--- config.mk ---
export PLATFORM = sky130hd
export DESIGN_NAME = clint_apb_arbiter_flat
export DESIGN_NICKNAME = d
export VERILOG_FILES = /design/src/rtl/clint_apb_arbiter_pkg.sv /design/src/rtl/clint_apb_arbiter_if.sv /design/src/rtl/clint_apb_arbiter_rr_arbiter.sv /design/src/rtl/clint_apb_arbiter.sv /design/src/flat_wrapper.sv
export SDC_FILE = /design/constraint.sdc
export NUM_CORES = 1
export LEC_CHECK = 0
export BUFFER_PORTS_ARGS = -buffer_cell sky130_fd_sc_hd__buf_2
export CAP_MARGIN = 10
export CORE_AREA = 5 5 117 119
export CTS_BUF_LIST = sky130_fd_sc_hd__clkbuf_2 sky130_fd_sc_hd__clkbuf_4 sky130_fd_sc_hd__clkbuf_8
export DETAILED_ROUTE_END_ITERATION = 10
export DIE_AREA = 0 0 122 124
export HOLD_SLACK_MARGIN = 0.1
export PLACE_DENSITY = 0.86
export SLEW_MARGIN = 25
export SYNTH_ARGS = -nofsm -noshare
export SYNTH_HDL_FRONTEND = slang
export SYNTH_SLANG_ARGS = --single-unit
--- constraint.sdc ---
create_clock -name PCLK -period 7.43 [get_ports PCLK]
set_clock_uncertainty 0.15 [all_clocks]
set_input_delay 0.743 -clock PCLK [delete_from_list [all_inputs] [get_ports PCLK]]
set_output_delay 0.743 -clock PCLK [all_outputs]
set_load 0.05 [all_outputs]
--- src/rtl/clint_apb_arbiter_pkg.sv ---
// Shared types and constants for the CLINT APB arbiter.
// Contents: transfer FSM state encoding, read-data value returned on
// writes and on forced (timed-out) completions.
package clint_arb_pkg;

    typedef enum logic [1:0] {
        IDLE   = 2'd0,
        SETUP  = 2'd1,
        ACCESS = 2'd2,
        RESP   = 2'd3
    } arb_state_t;

    localparam logic [31:0] RSP_ERR_DATA = 32'h0;

endpackage

--- src/rtl/clint_apb_arbiter_if.sv ---
// APB3 bus bundle between the arbiter (master) and the interrupter (slave).
// Signals: PADDR/PWDATA/PWRITE/PSEL/PENABLE driven by the master;
// PRDATA/PREADY/PSLVERR returned by the slave.
interface clint_apb_arbiter_if #(
    parameter int ADDR_WIDTH = 12
);
    logic [ADDR_WIDTH-1:0] PADDR;
    logic [31:0]           PWDATA;
    logic                  PWRITE;
    logic                  PSEL;
    logic                  PENABLE;
    logic [31:0]           PRDATA;
    logic                  PREADY;
    logic                  PSLVERR;

    modport master (
        output PADDR, PWDATA, PWRITE, PSEL, PENABLE,
        input  PRDATA, PREADY, PSLVERR
    );

    modport slave (
        input  PADDR, PWDATA, PWRITE, PSEL, PENABLE,
        output PRDATA, PREADY, PSLVERR
    );
endinterface

--- src/rtl/clint_apb_arbiter_rr_arbiter.sv ---
// Combinational round-robin picker: searches from last_owner_i+1 upward with wrap.
// Ports: req_i request vector, last_owner_i previous winner index,
// gnt_o one-hot grant (all-zero when no request), idx_o winner index.
module rr_arbiter #(
    parameter int NUM_REQ = 3,
    localparam int IDXW   = $clog2(NUM_REQ)
) (
    input  logic [NUM_REQ-1:0] req_i,
    input  logic [IDXW-1:0]    last_owner_i,
    output logic [NUM_REQ-1:0] gnt_o,
    output logic [IDXW-1:0]    idx_o
);
    int unsigned cand;
    logic        found;

    always_comb begin
        gnt_o = '0;
        idx_o = '0;
        found = 1'b0;
        cand  = 0;
        for (int i = 0; i < NUM_REQ; i++) begin
            cand = (int'(last_owner_i) + 1 + i) % NUM_REQ;
            if (!found && req_i[cand]) begin
                found       = 1'b1;
                gnt_o[cand] = 1'b1;
                idx_o       = IDXW'(cand);
            end
        end
    end
endmodule

--- src/rtl/clint_apb_arbiter.sv ---
// Round-robin sharing of the CLINT APB slave port among NUM_REQ req/rsp requesters.
// Latency: request seen in IDLE at N -> SETUP N+1, ACCESS N+2, rsp_vld_o N+3 (+1 per PREADY=0 cycle).
// Backpressure: requesters hold req_i until their rsp_vld_o pulse; slave stalls ACCESS via PREADY.
// Ports: PCLK/PRESETn, per-requester req/we/addr/wdata (packed, requester 0 in LSBs),
// rsp_vld_o/rsp_err_o/rsp_rdata_o, APB master modport.
// Optional: CLINT_ARB_TIMEOUT_EN adds an ACCESS wait limit and the sticky timeout_o output.
module clint_apb_arbiter
    import clint_arb_pkg::*;
#(
    parameter int NUM_REQ        = 3,
    parameter int APB_ADDR_WIDTH = 12
`ifdef CLINT_ARB_TIMEOUT_EN
    ,
    parameter int TIMEOUT_CYCLES = 64
`endif
) (
    input  logic                          PCLK,
    input  logic                          PRESETn,
    input  logic [NUM_REQ-1:0]            req_i,
    input  logic [NUM_REQ-1:0]            we_i,
    input  logic [NUM_REQ*APB_ADDR_WIDTH-1:0] addr_i,
    input  logic [NUM_REQ*32-1:0]         wdata_i,
    output logic [NUM_REQ-1:0]            rsp_vld_o,
    output logic                          rsp_err_o,
    output logic [31:0]                   rsp_rdata_o,
`ifdef CLINT_ARB_TIMEOUT_EN
    output logic                          timeout_o,
`endif
    clint_apb_arbiter_if.master           apb
);
    localparam int IDXW = $clog2(NUM_REQ);

    arb_state_t                state_q;
    logic [IDXW-1:0]           owner_q;
    logic [NUM_REQ-1:0]        owner_oh_q;
    logic [IDXW-1:0]           last_owner_q;
    logic [APB_ADDR_WIDTH-1:0] paddr_q;
    logic [31:0]               pwdata_q;
    logic                      pwrite_q;
    logic                      psel_q;
    logic                      penable_q;
    logic [NUM_REQ-1:0]        rsp_vld_q;
    logic                      rsp_err_q;
    logic [31:0]               rsp_rdata_q;

    logic [NUM_REQ-1:0]        gnt;
    logic [IDXW-1:0]           gnt_idx;

`ifdef CLINT_ARB_TIMEOUT_EN
    localparam int CNT_W = $clog2(TIMEOUT_CYCLES + 1);
    logic [CNT_W-1:0] wait_cnt_q;
    logic             timeout_q;
    assign timeout_o = timeout_q;
`endif

    rr_arbiter #(.NUM_REQ(NUM_REQ)) u_rr (
        .req_i        (req_i),
        .last_owner_i (last_owner_q),
        .gnt_o        (gnt),
        .idx_o        (gnt_idx)
    );

    // last_owner resets to the top index so the first search starts at
    // requester 0, i.e. requester 0 has highest priority out of reset.
    always_ff @(posedge PCLK or negedge PRESETn) begin
        if (!PRESETn) begin
            state_q      <= IDLE;
            owner_q      <= '0;
            owner_oh_q   <= '0;
            last_owner_q <= IDXW'(NUM_REQ - 1);
            paddr_q      <= '0;
            pwdata_q     <= '0;
            pwrite_q     <= 1'b0;
            psel_q       <= 1'b0;
            penable_q    <= 1'b0;
            rsp_vld_q    <= '0;
            rsp_err_q    <= 1'b0;
            rsp_rdata_q  <= '0;
`ifdef CLINT_ARB_TIMEOUT_EN
            wait_cnt_q   <= '0;
            timeout_q    <= 1'b0;
`endif
        end else begin
            rsp_vld_q <= '0;
            case (state_q)
                IDLE: begin
                    if (|req_i) begin
                        owner_q    <= gnt_idx;
                        owner_oh_q <= gnt;
                        paddr_q    <= addr_i[gnt_idx*APB_ADDR_WIDTH +: APB_ADDR_WIDTH];
                        pwdata_q   <= wdata_i[gnt_idx*32 +: 32];
                        pwrite_q   <= we_i[gnt_idx];
                        psel_q     <= 1'b1;
                        state_q    <= SETUP;
                    end
                end
                SETUP: begin
                    penable_q <= 1'b1;
                    state_q   <= ACCESS;
`ifdef CLINT_ARB_TIMEOUT_EN
                    wait_cnt_q <= '0;
`endif
                end
                ACCESS: begin
                    if (apb.PREADY) begin
                        psel_q       <= 1'b0;
                        penable_q    <= 1'b0;
                        rsp_vld_q    <= owner_oh_q;
                        rsp_err_q    <= apb.PSLVERR;
                        rsp_rdata_q  <= pwrite_q ? 32'h0 : apb.PRDATA;
                        last_owner_q <= owner_q;
                        state_q      <= RESP;
                    end
`ifdef CLINT_ARB_TIMEOUT_EN
                    // This stalled cycle brings the count to TIMEOUT_CYCLES:
                    // abandon the transfer and answer with an error.
                    else if (wait_cnt_q == CNT_W'(TIMEOUT_CYCLES - 1)) begin
                        psel_q       <= 1'b0;
                        penable_q    <= 1'b0;
                        rsp_vld_q    <= owner_oh_q;
                        rsp_err_q    <= 1'b1;
                        rsp_rdata_q  <= RSP_ERR_DATA;
                        last_owner_q <= owner_q;
                        timeout_q    <= 1'b1;
                        state_q      <= RESP;
                    end else begin
                        wait_cnt_q <= wait_cnt_q + CNT_W'(1);
                    end
`endif
                end
                RESP: begin
                    state_q <= IDLE;
                end
                default: begin
                    state_q <= IDLE;
                end
            endcase
        end
    end

    assign apb.PADDR   = paddr_q;
    assign apb.PWDATA  = pwdata_q;
    assign apb.PWRITE  = pwrite_q;
    assign apb.PSEL    = psel_q;
    assign apb.PENABLE = penable_q;

    assign rsp_vld_o   = rsp_vld_q;
    assign rsp_err_o   = rsp_err_q;
    assign rsp_rdata_o = rsp_rdata_q;
endmodule
--- src/flat_wrapper.sv ---
// flat-port wrapper written by rule: the top's interface ports become plain ports
module clint_apb_arbiter_flat import clint_arb_pkg::*;
#(
    parameter int NUM_REQ        = 3,
    parameter int APB_ADDR_WIDTH = 12

)
  (PCLK, PRESETn, req_i, we_i, addr_i, wdata_i, rsp_vld_o, rsp_err_o, rsp_rdata_o, apb_PADDR, apb_PWDATA, apb_PWRITE, apb_PSEL, apb_PENABLE, apb_PRDATA, apb_PREADY, apb_PSLVERR);
  clint_apb_arbiter_if apb_i ();
  input  logic PCLK;
  input  logic PRESETn;
  input  logic [NUM_REQ-1:0] req_i;
  input  logic [NUM_REQ-1:0] we_i;
  input  logic [NUM_REQ*APB_ADDR_WIDTH-1:0] addr_i;
  input  logic [NUM_REQ*32-1:0] wdata_i;
  output logic [NUM_REQ-1:0] rsp_vld_o;
  output logic rsp_err_o;
  output logic [31:0] rsp_rdata_o;
  output wire logic [$bits(apb_i.PADDR)-1:0] apb_PADDR;
  output wire logic [$bits(apb_i.PWDATA)-1:0] apb_PWDATA;
  output wire logic [$bits(apb_i.PWRITE)-1:0] apb_PWRITE;
  output wire logic [$bits(apb_i.PSEL)-1:0] apb_PSEL;
  output wire logic [$bits(apb_i.PENABLE)-1:0] apb_PENABLE;
  input wire logic [$bits(apb_i.PRDATA)-1:0] apb_PRDATA;
  input wire logic [$bits(apb_i.PREADY)-1:0] apb_PREADY;
  input wire logic [$bits(apb_i.PSLVERR)-1:0] apb_PSLVERR;
  assign apb_PADDR = apb_i.PADDR;
  assign apb_PWDATA = apb_i.PWDATA;
  assign apb_PWRITE = apb_i.PWRITE;
  assign apb_PSEL = apb_i.PSEL;
  assign apb_PENABLE = apb_i.PENABLE;
  assign apb_i.PRDATA = apb_PRDATA;
  assign apb_i.PREADY = apb_PREADY;
  assign apb_i.PSLVERR = apb_PSLVERR;
  clint_apb_arbiter #(.NUM_REQ(NUM_REQ), .APB_ADDR_WIDTH(APB_ADDR_WIDTH)) u_core (.PCLK(PCLK), .PRESETn(PRESETn), .req_i(req_i), .we_i(we_i), .addr_i(addr_i), .wdata_i(wdata_i), .rsp_vld_o(rsp_vld_o), .rsp_err_o(rsp_err_o), .rsp_rdata_o(rsp_rdata_o), .apb(apb_i));
endmodule
==> results.md, run 1 <==
- Status: complete, no violations
- Crit share post-route: 0.4611
- Clock sink count: 92
- Max Freq: 291.9 MHz
- Worst path top cell family by delay: simple AND/OR/NAND/NOR gates
- Final-report setup violation count: 0
- Fill cell count: 1,105
- Critical Path Stages: 8
- Beginning of the critical path: u_core.last_owner_q[0]$_DFFE_PN0P_
- Async set-or-reset flop fraction in the synthesized netlist: 1.000
- Top FF cell, synth: dfrtp_1
- Mean routed wirelength per cell: 18.05 um
- Resized Gates After CTS: 0
- Cell area after synthesis: 5948 um^2
- Logic depth of the worst register-to-register path: 8
- Summed negative setup slack over all endpoints: 0 ps
- Initial Util: 0.4772
- Most prevalent standard cell on the critical path: a21oi_4
- Critical path arrival: 3550 ps
- Post-route antenna net violation count: 0
- Final count of pins violating max slew: 0
- Area used by sequential logic in the layout: 2303 um^2
- Die Footprint: 15,130 um^2
- Total count of hold-check failures in the final report: 0
- Slowest cell on the critical path: and3b_2
- Termination of the worst setup path: u_core.apb.PWDATA[12]$_DFFE_PN0P_
- Total gr overflow: 0
- Top post-synthesis cells by area: dfrtp_1 38%, mux2_2 9.3%, a21oi_1 7.7%
- Synthesized instance count: 647
- Period minus WS final: 3426 ps
- Number of enable flip-flop cells after synthesis: 0
- Cell type with the largest total area after synthesis: dfrtp_1
- Kind of start point of the critical path: register
- Total nets after synthesis: 828
- RSZ-0062 raised after global routing: false
- Maximum number of buffers from clock root to sink: 2
- Post-synth top area share: 0.3828
- Largest fanout on the critical path: 48
- Element type at the critical path end: register
- Seq/Total Area, Yosys: 0.3873
- Cell Chain, Critical Path: inv_1, ha_1, and3b_2, a21oi_4, a21oi_4, buf_4, a2111oi_0, a211oi_1
- Count of routing violations after the opening detailed-route iteration: 712
- Worst r2r src: u_core.last_owner_q[0]$_DFFE_PN0P_
- Floorplan die width: 122 um
- HPWL after detailed placement: 12,490 um
- Worst slew margin: 0.3276
- Maximum capacitance violations: 0
- Worst min-delay path class: in -> async
- Vias after detailed routing: 5,919
- WL final: 18,650 um
- Setup fix buffers added after clock tree synthesis: 0
- Clock insertion delay at the later pin of the skew report: 370 ps
- Yosys Warn Count: 0
- Core Footprint: 12,470 um^2
- Synthesized flop and latch total: 92
- Row count: 41
- Routability cong.: 0.8612
- Number of hold-repair buffers added at the cts stage: 0
- Port bufs: 256
- Largest stage delay on the critical path: 990 ps
- Number of clock buffers inserted by TritonCTS: 9
- Clock tree root driver cell: clkbuf_8
- Worst reg2reg path endpoint: u_core.apb.PWDATA[12]$_DFFE_PN0P_
- GR Util All Layers: 0.2381
- Floorplan die height: 124 um
- CP Class: reg -> reg
- Wire length of the first global-routing pass: 28,700 um
- Largest net degree at the start of global routing: 97
- Vias in the first global route: 5,698
- TritonCTS clock tree: done
- Slew at the pin closest to its max-slew limit: 1009 ps
- Worst-path clk slew: 90 ps
- H-Tree Level Count: 3
- Router iterations before antenna repair: 5
- Antenna violations before repair: 1
- Number of nets in the layout: 1,037
- Distinct cell type count after synthesis: 46
- Syn Area/Cell: 9.194 um^2
- Layout-stage area growth over the synthesis result: 24.13%
- DRC errors left: 0
- Bufs and invs on worst path: 2
- Crit path required time: 7550 ps
- Share of post-route cells with drive strength above 1: 0.4081
- Routed via count divided by cell count: 5.730
- IO Pins: 257
- Worst reg2reg setup slack: 4000 ps
- Multi-input gate area in the final layout: 3253 um^2
## cell usage in the layout, fill, tap and decap left out, types with 4 or more instances in the layout
master	n
buf_2	255
a21oi_1	92
dfrtp_1	91
o21ai_0	54
nor2_1	50
mux2_2	49
nand2_1	39
a211oi_1	38
a2111oi_0	37
nand2b_1	33
o21ai_1	32
clkbuf_8	10
a2111oi_1	8
a211oi_2	8
inv_1	7
ha_1	7
buf_4	6
and3_1	4
## worst reg2reg max path, cell delays in order, from the launching register on
cell and delay [ps]:
dfrtp_1 410, inv_1 80, ha_1 470, and3b_2 990, a21oi_4 90, a21oi_4 210
buf_4 460, a2111oi_0 190, a211oi_1 270
## layer usage
metal  track usage  part of all wire  wire length (um)
met1        0.3044              0.40              7467
met2        0.3964              0.50              9387
met3       0.04360             0.078              1454
met4        0.1036             0.018               341
met5             0                 0                 0
## state kept, by name (all words and copies together), names as in the netlist
register and flops:
u_core.apb.PWDATA 32, u_core.rsp_rdata_o 32, u_core.apb.PADDR 12, u_core.owner_oh_q 3, u_core.rsp_vld_o 3, u_core.last_owner_q 2
u_core.owner_q 2, u_core.state_q 2, u_core.apb.PENABLE 1, u_core.apb.PSEL 1, u_core.apb.PWRITE 1, u_core.rsp_err_o 1
## logic make-up (layout without fill, tap and decap cells)
logic type      Yosys count  in the layout  share of synthesized area
compound gates          287            287                     0.3143
fa+ha+maj                 7              7                    0.01472
buf+inv                  72            285                    0.07636
flops                    92             92                     0.3873
mux                      52             52                    0.09928
other cells               0              1                          0
simple gates            137            137                     0.1081
## final cells by class
class,instances,share of cell area
Multi-Input combinational cell,483,0.4406
Sequential cell,92,0.3120
Timing Repair Buffer,263,0.1842
Tap cell,172,0.02915
Clock buffer,10,0.01864
Clock inverter,5,0.01152
Inverter,7,0.003559
Antenna cell,1,0.0003389
## stage by stage
step           worst slack (ps)  utilization  instances  area (um^2)  hold WS (ps)
2_1_floorplan              4963            -        647         5948         292.9
3_3_place_gp               4015       0.5703       1016         7109         305.3
3_5_place_dp               3899       0.5725       1017         7137         315.4
4_1_cts                    3863       0.5904       1032         7360         166.2
5_1_grt                    3835       0.5923       1033         7383         182.0
6_report                   4004       0.5923       1033         7383         170.4
## cell usage after synthesis, types with 4 or more instances
| cell type | n |
|---|---|
| a2111oi_0 | 37 |
| a2111oi_1 | 8 |
| a211oi_1 | 38 |
| a211oi_2 | 8 |
| a21oi_1 | 92 |
| and3_1 | 4 |
| buf_2 | 15 |
| buf_4 | 8 |
| buf_6 | 17 |
| clkbuf_1 | 19 |
| clkbuf_2 | 6 |
| dfrtp_1 | 91 |
| ha_1 | 7 |
| inv_1 | 7 |
| mux2_2 | 49 |
| nand2_1 | 40 |
| nand2b_1 | 33 |
| nor2_1 | 50 |
| nor2b_1 | 4 |
| o21ai_0 | 54 |
| o21ai_1 | 32 |
## how the worst min path moves through the flow
stage,slack [ps],end,depth (start not counted),from
global route,180,u_core.rsp_rdata_o[21]$_DFFE_PN0P_,1,PRESETn
detailed placement,320,u_core.rsp_rdata_o[10]$_DFFE_PN0P_,2,u_core.rsp_rdata_o[10]$_DFFE_PN0P_
finish,170,u_core.rsp_rdata_o[29]$_DFFE_PN0P_,1,PRESETn
CTS,170,u_core.rsp_rdata_o[26]$_DFFE_PN0P_,1,PRESETn
global placement,310,u_core.owner_oh_q[2]$_DFFE_PN0P_,2,u_core.owner_oh_q[2]$_DFFE_PN0P_
floorplan,290,u_core.owner_oh_q[0]$_DFFE_PN0P_,2,u_core.owner_oh_q[0]$_DFFE_PN0P_
Power of run 1 is left out: the tool's default activity adds up to more than one toggle a clock period on the data nets, which glitch-free logic cannot reach.
==> run 2, diff against run 1 <==
--- a/config.mk
+++ b/config.mk
@@ -7,12 +7,12 @@
 export LEC_CHECK = 0
 export BUFFER_PORTS_ARGS = -buffer_cell sky130_fd_sc_hd__buf_2
 export CAP_MARGIN = 10
-export CORE_AREA = 5 5 117 119
+export CORE_AREA = 5 5 121 123
 export CTS_BUF_LIST = sky130_fd_sc_hd__clkbuf_2 sky130_fd_sc_hd__clkbuf_4 sky130_fd_sc_hd__clkbuf_8
 export DETAILED_ROUTE_END_ITERATION = 10
-export DIE_AREA = 0 0 122 124
+export DIE_AREA = 0 0 126 128
 export HOLD_SLACK_MARGIN = 0.1
-export PLACE_DENSITY = 0.86
+export PLACE_DENSITY = 0.85
 export SLEW_MARGIN = 25
 export SYNTH_ARGS = -nofsm -noshare
 export SYNTH_HDL_FRONTEND = slang
==> constraint.sdc (replaced) <==
create_clock -name PCLK -period 2.8 [get_ports PCLK]
set_clock_uncertainty 0.15 [all_clocks]
set_input_delay 0.28 -clock PCLK [delete_from_list [all_inputs] [get_ports PCLK]]
set_output_delay 0.28 -clock PCLK [all_outputs]
set_load 0.05 [all_outputs]
==> results.md, run 2 (synthesis results as in run 1) <==
- Relative contribution of the clock network to total power: 0.074
- Wire length the detailed router placed on met1: 8013 um
- Number of nets in the layout: 1,150
- Share of the core filled with cells: 0.6301
- Fraction of power spent switching nets: 0.5607
- Clock insertion delay at the later pin of the skew report: 380 ps
- Critical path arrival: 2820 ps
- Crit share post-route: 0.9667
- WL final: 21,480 um
- Initial Util: 0.4387
- Worst min-delay path class: in -> reg
- Kind of start point of the critical path: register
- Proportion of power drawn by combinational gates: 0.728
- Post-route antenna net violation count: 0
- Routability cong.: 0.8839
- Floorplan die width: 126 um
- Maximum number of buffers from clock root to sink: 2
- Share of post-route cells with drive strength above 1: 0.3830
- IO Pins: 257
- Final count of pins violating max slew: 0
- Max Freq: 369.4 MHz
- Floorplan die height: 128 um
- Vias after detailed routing: 6,657
- CP Class: reg -> reg
- Slew at the pin closest to its max-slew limit: 879.9 ps
- Leakage power: 3.918 nW
- Fill cell count: 1,088
- Mean routed wirelength per cell: 18.58 um
- Met3 wire length: 1723 um
- RSZ-0062 raised after global routing: true
- Vias in the first global route: 6,676
- Number of clock buffers inserted by TritonCTS: 9
- Crit path required time: 2910 ps
- Status: complete, no violations
- Row count: 43
- H-Tree Level Count: 3
- Routed via count divided by cell count: 5.759
- Power share of the sequential group: 0.198
- Commonest non-fill, non-tap cell in the layout: buf_2
- Core Footprint: 13,560 um^2
- Layout-stage area growth over the synthesis result: 43.63%
- Largest net degree at the start of global routing: 58
- Port bufs: 256
- GR Util All Layers: 0.2545
- Setup fix buffers added after clock tree synthesis: 0
- Dpl cells: 1,045
- Maximum capacitance violations: 0
- Clock sink count: 92
- Power Dens Cells: 1493 nW/um^2
- Length of routed met2 wiring: 10,580 um
- Total gr overflow: 0
- Multi-input gate area in the final layout: 3256 um^2
- DRC errors left: 0
- Element type at the critical path end: register
- Clock tree root driver cell: clkbuf_8
- Final-report setup violation count: 0
- Total count of hold-check failures in the final report: 0
- TritonCTS clock tree: done
- Die Footprint: 16,130 um^2
- Worst slew margin: 0.4134
- Largest fanout on the critical path: 15
- Switching Power: 7.151 mW
- Top routing layer in use: met4
- Period minus WS final: 2707 ps
- Area used by sequential logic in the layout: 2303 um^2
- IR Drop Worst-Case VDD: 0.9171 mV
- Worst-path clk slew: 100 ps
- Commonest cells after routing, fill and taps aside: 255 x buf_2, 92 x a21oi_1, 92 x dlygate4sd3_1, 91 x dfrtp_1, 54 x o21ai_0
- Internal power contribution: 5.603 mW
- Count of routing violations after the opening detailed-route iteration: 651
- HPWL after detailed placement: 13,880 um
- Antenna violations before repair: 2
- Router iterations before antenna repair: 7
- Wire length of the first global-routing pass: 33,350 um
- Final standard cell count with taps included and fillers excluded: 1,156
==> run 2: cell count changes in the layout (fill, tap and decap cells not counted), sizes merged <==
cell / previous run / this run
dlygate4sd3: 0 / 92
buf: 263 / 283
clkinv: 1 / 3
a21oi: 94 / 95
bufinv: 2 / 1
diode: 1 / 2
==> run 2: area by class of cell <==
type                    count  share of cell area
diodes                      2           0.0005858
clock buffers              10             0.01538
clock inverters             6            0.008494
inverters                   7            0.003076
multi-input cells         484              0.3811
flip-flops and latches     92              0.2696
well taps                 180             0.02636
repair buffers            375              0.2954
==> run 2: layer usage <==
layer | GRT usage | vias to the layer above
met5 | 0 | -
met4 | 0.1495 | 0
met3 | 0.04292 | 126
met2 | 0.4257 | 434
met1 | 0.3097 | 3042
li1 | - | 3055
==> run 2: per-stage QoR <==
| stage | instance area [um^2] | setup TNS, ps | total power [mW] | setup WS (ps) | hold WS, ps |
|---|---|---|---|---|---|
| after global placement | 7388 | 0 | 11.29 | 127.5 | 118.4 |
| after CTS | 8513 | 0 | 12.53 | 69.18 | 100.9 |
| final | 8543 | 0 | 12.75 | 93.15 | 106.2 |
| after global routing | 8543 | -143.9 | 13.53 | -92.41 | 113.9 |
| after detailed placement | 7388 | 0 | 11.47 | 92.05 | 118.3 |
| after floorplan | 5948 | 0 | 9.397 | 333.3 | -165.6 |
==> run 2: power groups by stage <==
stage                     Combinational, mW  Clock (mW)  Sequential (mW)
final                                  9.28       0.945             2.53
after global routing                   9.89        1.02             2.62
after CTS                              9.06       0.968             2.50
after detailed placement               8.93           0             2.53
after global placement                 8.80           0             2.49
after floorplan                        4.99           0             4.41
==> run 2: final timing paths <==
kind / from / to / slack, ps / cells past startpoint
worst max-delay path: u_core.last_owner_q[0]$_DFFE_PN0P_ / u_core.apb.PWDATA[10]$_DFFE_PN0P_ / 90 / 8
worst min-delay path: wdata_i[46] / u_core.apb.PWDATA[14]$_DFFE_PN0P_ / 110 / 3
worst max register to register: u_core.last_owner_q[0]$_DFFE_PN0P_ / u_core.apb.PWDATA[10]$_DFFE_PN0P_ / 90 / 8
worst min register to register: u_core.owner_q[1]$_DFFE_PN0P_ / u_core.owner_q[1]$_DFFE_PN0P_ / 330 / 2
max in group asynchronous: PRESETn / u_core.last_owner_q[1]$_DFFE_PN1P_ / 1540 / 3
min in group asynchronous: PRESETn / u_core.rsp_rdata_o[25]$_DFFE_PN0P_ / 240 / 2
==> run 2: worst max-delay path, stage by stage, from the launching register on <==
cell	delay (ps)
dfrtp_1	400
inv_1	80
ha_1	390
mux2_4	360
a211o_1	310
o21ai_4	160
buf_4	280
a2111oi_0	120
a211oi_1	330
==> run 2: timing repair <==
item,4_1_cts,5_1_grt
hold endpoints to repair,117,0
endpoints found under the setup margin,0,44
resized for setup,0,9
hold buffers,92,0
No activity file was read; power rests on OpenSTA's default activity.
==> run 3, diff against run 2 <==
--- a/config.mk
+++ b/config.mk
@@ -7,12 +7,15 @@
 export LEC_CHECK = 0
 export BUFFER_PORTS_ARGS = -buffer_cell sky130_fd_sc_hd__buf_2
 export CAP_MARGIN = 10
-export CORE_AREA = 5 5 121 123
+export CELL_PAD_IN_SITES_DETAIL_PLACEMENT = 1
+export CELL_PAD_IN_SITES_GLOBAL_PLACEMENT = 2
+export CORE_AREA = 5 5 161 163
 export CTS_BUF_LIST = sky130_fd_sc_hd__clkbuf_2 sky130_fd_sc_hd__clkbuf_4 sky130_fd_sc_hd__clkbuf_8
 export DETAILED_ROUTE_END_ITERATION = 10
-export DIE_AREA = 0 0 126 128
+export DIE_AREA = 0 0 166 168
 export HOLD_SLACK_MARGIN = 0.1
-export PLACE_DENSITY = 0.85
+export PLACE_DENSITY = 0.83
+export SETUP_SLACK_MARGIN = 0.2
 export SLEW_MARGIN = 25
 export SYNTH_ARGS = -nofsm -noshare
 export SYNTH_HDL_FRONTEND = slang
==> results.md, run 3 (synthesis results as in run 1) <==
- IO Pins: 257
- WL final: 26,110 um
- Maximum capacitance violations: 0
- Router iterations before antenna repair: 4
- Maximum number of buffers from clock root to sink: 2
- Element type at the critical path end: register
- Routability cong.: 0.7600
- Total count of hold-check failures in the final report: 0
- Clock sink count: 92
- Largest net degree at the start of global routing: 54
- Critical path arrival: 2700 ps
- GR Util All Layers: 0.1728
- Logic depth of the worst register-to-register path: 7
- Busiest metal layer after global routing: met2
- Total gr overflow: 0
- Worst min-delay path class: in -> reg
- GRT met2 Usage: 0.3029
- RSZ-0062 raised after global routing: true
- Worst r2r src: u_core.last_owner_q[1]$_DFFE_PN1P_
- Crit path required time: 2950 ps
- Multi-input gate area in the final layout: 3537 um^2
- Fin Hold WS: 114.8 ps
- Clock tree root driver cell: clkbuf_8
- Worst reg2reg setup slack: 260 ps
- Commonest non-fill, non-tap cell in the layout: buf_2
- Worst reg2reg path endpoint: u_core.apb.PADDR[11]$_DFFE_PN0P_
- CP Class: reg -> reg
- Core Footprint: 24,180 um^2
- Worst min-delay path startpoint: wdata_i[50]
- Die Footprint: 27,890 um^2
- Count of routing violations after the opening detailed-route iteration: 280
- Fill cell count: 2,835
- Final count of pins violating max slew: 0
- Initial Util: 0.2460
- GRT met3 Usage: 0.02860
- Largest fanout on the critical path: 15
- Number of stages on the worst hold path: 3
- Antenna violations before repair: 2
- TritonCTS clock tree: done
- Worst slew margin: 0.4152
- Final-report setup violation count: 0
- Row count: 57
- Port bufs: 256
- Vias in the first global route: 7,150
- Number of clock buffers inserted by TritonCTS: 9
- HPWL after detailed placement: 16,580 um
- Met1 GRT Util: 0.2119
- Dpl cells: 1,191
- Vias after detailed routing: 6,601
- Mean routed wirelength per cell: 19.75 um
- Layout-stage area growth over the synthesis result: 55.81%
- Kind of start point of the critical path: register
- Slew at the pin closest to its max-slew limit: 877.2 ps
- DRC errors left: 0
- Period minus WS final: 2543 ps
- Commonest cells after routing, fill and taps aside: 255 x buf_2, 105 x dlygate4sd3_1, 92 x a21oi_1, 91 x dfrtp_1, 50 x nor2_1
- Number of nets in the layout: 1,172
- Area used by sequential logic in the layout: 2303 um^2
- Final standard cell count with taps included and fillers excluded: 1,322
- Floorplan die height: 168 um
- Wire length of the first global-routing pass: 39,390 um
- Worst-path clk slew: 110 ps
- Crit share post-route: 0.9082
- Capture endpoint of the worst hold path: u_core.apb.PWDATA[18]$_DFFE_PN0P_
- Max Freq: 393.2 MHz
- Clock insertion delay at the later pin of the skew report: 380 ps
- H-Tree Level Count: 3
- Floorplan die width: 166 um
- Share of post-route cells with drive strength above 1: 0.4207
- Post-route antenna net violation count: 0
- Routed via count divided by cell count: 4.993
- Status: complete, no violations
-- run 3: worst max path at each step --
| stage | endpoint | depth (start not counted) | slack, ps | start |
|---|---|---|---|---|
| after floorplan | u_core.owner_oh_q[1]$_DFFE_PN0P_ | 8 | 330 | u_core.last_owner_q[1]$_DFFE_PN1P_ |
| after global placement | u_core.apb.PADDR[8]$_DFFE_PN0P_ | 8 | 120 | u_core.last_owner_q[0]$_DFFE_PN0P_ |
| after detailed placement | u_core.apb.PWDATA[17]$_DFFE_PN0P_ | 8 | -4 | u_core.last_owner_q[0]$_DFFE_PN0P_ |
| after CTS | u_core.apb.PWDATA[14]$_DFFE_PN0P_ | 8 | 190 | u_core.last_owner_q[1]$_DFFE_PN1P_ |
| after global routing | u_core.apb.PWDATA[11]$_DFFE_PN0P_ | 8 | 150 | u_core.last_owner_q[0]$_DFFE_PN0P_ |
| final | u_core.apb.PADDR[11]$_DFFE_PN0P_ | 7 | 260 | u_core.last_owner_q[1]$_DFFE_PN1P_ |
-- run 3: what timing repair did --
| action | in CTS | in global routing |
|---|---|---|
| resized for setup | 18 | 69 |
| endpoints found under the setup margin | 45 | 45 |
| buffers inserted | 0 | 5 |
| hold endpoints to repair | 130 | 0 |
| hold buffers | 105 | 0 |
| pin swaps | 1 | 2 |
| gates cloned | 0 | 3 |
-- run 3: layer usage --
metal  wire length [um]  part of all wire  vias up
met3               1156             0.044       49
met2              13500              0.52      225
li1                   -                 -     3098
met5                  0                 0        -
met4                665             0.025        0
met1              10790              0.41     3229
-- run 3: worst max-delay path: stages, from the launching register on --
cell and delay (ps):
dfstp_2 580, ha_4 240, mux2_4 350, a2bb2o_4 290, buf_4 220, o21ai_1 310
nor2_1 70, a211oi_1 230
-- run 3: layout make-up --
cell class              instances  share of cell area
inverters                       7            0.002835
clock buffers                   9             0.01337
multi-input cells             484              0.3817
clock inverters                 7            0.009586
well taps                     324             0.04374
flip-flops and latches         92              0.2485
diodes                          2           0.0005400
repair buffers                397              0.2997
-- run 3: metrics by stage --
stage | area, um^2 | utilization | worst slack [ps] | TNS (ps)
floorplan | 5948 | - | 333.3 | 0
global placement | 7597 | 0.3142 | 122.4 | 0
detailed placement | 7597 | 0.3142 | -4.428 | -4.428
CTS | 8912 | 0.3686 | 193.8 | 0
global route | 9268 | 0.3833 | 145.2 | 0
finish | 9268 | 0.3833 | 256.9 | 0
Power of run 3 is left out for the same reason.
